## src/rtl/datapath_ctrl.sv

```systemverilog
// Instruction sequencer for the 8-register bus datapath: decodes mvi/mv/add/sub
// into a short Moore sequence of registered bus, register-load and ALU enables.
module datapath_ctrl #(
    parameter int ADDR_W = 3,
    parameter int OP_W   = 2,
    localparam int NUM_REGS = 2**ADDR_W,
    localparam int INSTR_W  = OP_W + 2*ADDR_W
) (
    input  logic                clk,
    input  logic                resetn,
    input  logic                run,
    input  logic [INSTR_W-1:0]  instr,
    output logic                ready,
    output logic                done,
    output logic                ext_data_en,
    output logic [NUM_REGS-1:0] reg_in_en,
    output logic [NUM_REGS-1:0] reg_out_en,
    output logic                alu_reg_en,
    output logic                alu_sel,
    output logic                alu_out_en,
    output logic                g_reg_en
);

    typedef enum logic [1:0] {IDLE, T1, T2, T3} state_t;

    localparam logic [OP_W-1:0] OP_MVI = OP_W'(0);
    localparam logic [OP_W-1:0] OP_MV  = OP_W'(1);

    state_t               state_reg, state_next;
    logic [INSTR_W-1:0]   ir_reg, ir_next;
    logic [OP_W-1:0]      op_next;
    logic [ADDR_W-1:0]    rx_next, ry_next;
    logic [NUM_REGS-1:0]  rx_hot_next, ry_hot_next;

    logic                 ready_next, done_next, ext_data_en_next;
    logic                 alu_reg_en_next, alu_sel_next, alu_out_en_next, g_reg_en_next;
    logic [NUM_REGS-1:0]  reg_in_en_next, reg_out_en_next;

    assign op_next = ir_next[INSTR_W-1 -: OP_W];
    assign rx_next = ir_next[2*ADDR_W-1 -: ADDR_W];
    assign ry_next = ir_next[ADDR_W-1:0];

    generate
        for (genvar gi = 0; gi < NUM_REGS; gi++) begin : g_onehot
            assign rx_hot_next[gi] = (rx_next == ADDR_W'(gi));
            assign ry_hot_next[gi] = (ry_next == ADDR_W'(gi));
        end
    endgenerate

    always_comb begin
        state_next = state_reg;
        ir_next    = ir_reg;
        case (state_reg)
            IDLE: if (run) begin
                state_next = T1;
                ir_next    = instr;
            end
            T1:      state_next = (ir_reg[INSTR_W-1 -: OP_W] == OP_MVI ||
                                   ir_reg[INSTR_W-1 -: OP_W] == OP_MV) ? IDLE : T2;
            T2:      state_next = T3;
            default: state_next = IDLE;
        endcase
    end

    // Outputs are decoded from the upcoming state and IR so they can be registered
    // while still appearing in the same cycle as that state.
    always_comb begin
        ready_next       = (state_next == IDLE);
        done_next        = 1'b0;
        ext_data_en_next = 1'b0;
        reg_in_en_next   = '0;
        reg_out_en_next  = '0;
        alu_reg_en_next  = 1'b0;
        alu_sel_next     = 1'b0;
        alu_out_en_next  = 1'b0;
        g_reg_en_next    = 1'b0;
        case (state_next)
            T1: begin
                if (op_next == OP_MVI) begin
                    ext_data_en_next = 1'b1;
                    reg_in_en_next   = rx_hot_next;
                    done_next        = 1'b1;
                end else if (op_next == OP_MV) begin
                    reg_out_en_next  = ry_hot_next;
                    reg_in_en_next   = rx_hot_next;
                    done_next        = 1'b1;
                end else begin
                    reg_out_en_next  = rx_hot_next;
                    alu_reg_en_next  = 1'b1;
                end
            end
            T2: begin
                reg_out_en_next = ry_hot_next;
                g_reg_en_next   = 1'b1;
                alu_sel_next    = op_next[0];
            end
            T3: begin
                alu_out_en_next = 1'b1;
                reg_in_en_next  = rx_hot_next;
                done_next       = 1'b1;
            end
            default: ;
        endcase
    end

    always_ff @(posedge clk or negedge resetn) begin
        if (!resetn) begin
            state_reg   <= IDLE;
            ir_reg      <= '0;
            ready       <= 1'b1;
            done        <= 1'b0;
            ext_data_en <= 1'b0;
            reg_in_en   <= '0;
            reg_out_en  <= '0;
            alu_reg_en  <= 1'b0;
            alu_sel     <= 1'b0;
            alu_out_en  <= 1'b0;
            g_reg_en    <= 1'b0;
        end else begin
            state_reg   <= state_next;
            ir_reg      <= ir_next;
            ready       <= ready_next;
            done        <= done_next;
            ext_data_en <= ext_data_en_next;
            reg_in_en   <= reg_in_en_next;
            reg_out_en  <= reg_out_en_next;
            alu_reg_en  <= alu_reg_en_next;
            alu_sel     <= alu_sel_next;
            alu_out_en  <= alu_out_en_next;
            g_reg_en    <= g_reg_en_next;
        end
    end

endmodule

```

## config.mk

```make
export PLATFORM = sky130hd
export DESIGN_NAME = datapath_ctrl
export DESIGN_NICKNAME = d
export VERILOG_FILES = /design/src/rtl/datapath_ctrl.sv
export SDC_FILE = /design/constraint.sdc
export NUM_CORES = 1
export LEC_CHECK = 0
export CORE_ASPECT_RATIO = 0.75
export CORE_UTILIZATION = 47
export DETAILED_ROUTE_END_ITERATION = 12
export PLACE_DENSITY = 0.85
export SLEW_MARGIN = 15
export SYNTH_ARGS = -nofsm -noshare
export SYNTH_HDL_FRONTEND = slang
export SYNTH_SLANG_ARGS = --single-unit
```

## constraint.sdc

```tcl
create_clock -name clk -period 1.8 [get_ports clk]
set_clock_uncertainty 0.1 [all_clocks]
set_input_delay 0.18 -clock clk [delete_from_list [all_inputs] [get_ports clk]]
set_output_delay 0.18 -clock clk [all_outputs]
set_load 0.1 [all_outputs]
```

==> run metrics, run 1 <==
Worst-Skew Late Latency=0.28 ns; RSZ-0062 raised after global routing=yes; clock power share=20.6%; Die W=63.3 um; Die ar.=3040 um2; WHS=0.192 ns; Final Critical Period=1.77 ns; drt pass-1 iters=5; share of the synthesized area in the top cell type=60.4%; first-pass GRT wire length=4380 um; Synthesis Warnings=0; vias=976; number of synthesized flops with an enable pin=0; Initial Utilization=50.2%; WS Path Type=register to register; Net Sw Power=1.52 mW; worst slew pin tran=0.473 ns; Area Overhead vs Synth=37.9%; max cap viols=0; Peak VDD IR=964 uV; Seq/Total Area, Yosys=62.4%; Mapped Avg Cell Area=12.5 um2; most common cell in the netlist=dfrtp_1; syn_nets=117; Root Buffer=clkbuf_8; outcome=finished clean; Setup Viol. Count Final=0; switching share of power=44.3%; Total Routing Usage GR=20.5%; dpl ws=-0.190 ns; Placed Instance Area=1710 um2; clk sinks=33; PostCTS Resize Cnt=1; main flop type after synthesis=dfrtp_1; residual DRC count=0; vias in the first global route=944; Final Cell Area=1830 um2; initial antenna violation count=0; GPL Wtd Cong=0.811; CP endpoint kind=register; final antenna-violating net count=0; fin worst setup slack=0.0314 ns; Num CTS Buffers=5; postcts setup bufs=0; largest area contributor in the netlist=dfrtp_1; largest net degree at the start of global routing=34; Overflow after GRT=0; Post-Synthesis Cells=106; Worst Hold Class=input port to asynchronous set/reset pin; period utilization=98.3%; HPWL Detailed=2010 um; Crit path required time=1.84 ns; cts hold-fix bufs=0; CTS tree=done; I/O Buffers=33; Pint=1.91 mW; Comb power frac=47.5%; fraction of registers with async set/reset=100%; proportion of layout cells with a drive suffix above 1=33.1%; DRT Wirelength=2740 um; largest cells by area after synthesis=dfrtp_1 60%, mux2_2 5.9%, nor2b_1 5.2%; critical path arrival=1.81 ns; Power Dens Cells=1870 nW/um2; fin util=69.2%; leakage power total=0.899 nW; Rows=16; Seq pwr share=32.0%; Yosys reg bits=33; Fmax=565 MHz; worst rel slew slack=68.0%; final hold violation count=0; fin nets=164; CTS HTree Levels=2; die height=48.0 um; First DRT Iteration DRCs=54; Placeable Area=2640 um2; Mapped Area=1330 um2; final slew viol count=0; Commonest cells post-synth=32 x dfrtp_1, 11 x nor2b_1, 9 x nor3_1; WL/cell=14.4 um; CP Launch Type=register; antenna cells=0; Yosys cell types=26; I/O pin total=34; deepest clock path buffer count=2; clk slew on worst S/H paths=0.06 ns; vias per cell=5.14; critical path peak fanout=10
[per-layer routing]
metal | wire length, um | track usage [%] | share of wire [%]
met5 | 0 | 0 | 0
met4 | 49 | 9.55 | 1.8
met2 | 1340 | 35.5 | 49
met3 | 157 | 7.38 | 5.7
met1 | 1200 | 23.8 | 44
[worst paths after layout]
path                                              from                       to  depth (start not counted)  slack (ns)
min in group clk                   ir_reg[7]$_DFF_PN0_      ir_reg[7]$_DFF_PN0_                          1        0.41
worst min register to register     ir_reg[7]$_DFF_PN0_      ir_reg[7]$_DFF_PN0_                          1        0.41
worst min-delay path                            resetn  reg_out_en[7]$_DFF_PN0_                          2        0.19
worst max-delay path            state_reg[0]$_DFF_PN0_  reg_out_en[5]$_DFF_PN0_                          4        0.03
max in group asynchronous                       resetn          ready$_DFF_PN1_                          2        1.09
worst max register to register  state_reg[0]$_DFF_PN0_  reg_out_en[5]$_DFF_PN0_                          4        0.03
[cell usage in the layout, fill, tap and decap left out]
master,netlist,final
nor4b_1,1,1
mux2i_2,1,2
a21oi_1,1,1
or3b_1,1,1
mux2_2,7,7
nand3b_1,2,2
nand3_1,1,1
nor3_1,9,9
nor3b_1,1,1
bufinv_16,0,1
clkbuf_1,0,1
o22ai_1,8,8
dfstp_2,1,1
a2bb2oi_1,1,1
dfrtp_2,0,1
nor2b_1,11,11
nor2_1,6,6
and2_1,2,2
clkbuf_8,0,6
clkdlybuf4s50_1,0,10
buf_12,0,1
a21o_1,1,1
nand2_1,4,4
inv_1,4,4
mux2i_1,6,5
buf_4,0,31
o21ai_1,1,1
a32oi_1,1,1
mux2_4,1,1
dfrtp_1,32,31
nand2b_1,1,1
[kinds of logic (layout without fill, tap and decap cells)]
group,Yosys count,count (layout),synth area share (%)
simple gates,39,39,16.2
flops,33,33,62.4
mux,15,15,12.6
compound gates,13,13,6.41
buf+inv,6,54,2.36
[metrics by stage]
stage	std cells	setup TNS (ns)	power, mW
6_report	190	0	3.42
5_1_grt	190	-0.0512	3.56
4_1_cts	190	0	3.43
3_5_place_dp	182	-2.25	2.71
3_3_place_gp	182	-1.46	2.66
2_1_floorplan	106	0	2.28
[worst max-delay path, stage by stage (launching register included)]
cell     delay [ns]
dfrtp_1        0.46
or3b_1         0.37
buf_4          0.19
mux2i_1        0.34
o22ai_1        0.16
[layout make-up]
cell class	count	area (um2)
fillers	203	813
inverters	4	15.0
repair buffers	42	353
flip-flops and latches	33	828
clock buffers	7	86.3
clock inverters	1	30.0
well taps	36	45.0
multi-input cells	67	472
[power by group through the flow]
stage / clock [mW] / sequential, mW / combinational [mW]
finish: 0.704 / 1.09 / 1.63
CTS: 0.713 / 1.09 / 1.62
global route: 0.748 / 1.13 / 1.69
detailed placement: 0 / 1.11 / 1.60
global placement: 0 / 1.09 / 1.57
floorplan: 0 / 1.79 / 0.488
(Power assumes the default switching activity.)
==> inputs of run 2 (changes only) <==
GPL_ROUTABILITY_DRIVEN = 0   (was not set)
==> results of run 2 <==
Final layout, timing and power as in run 1 (identical DEF).
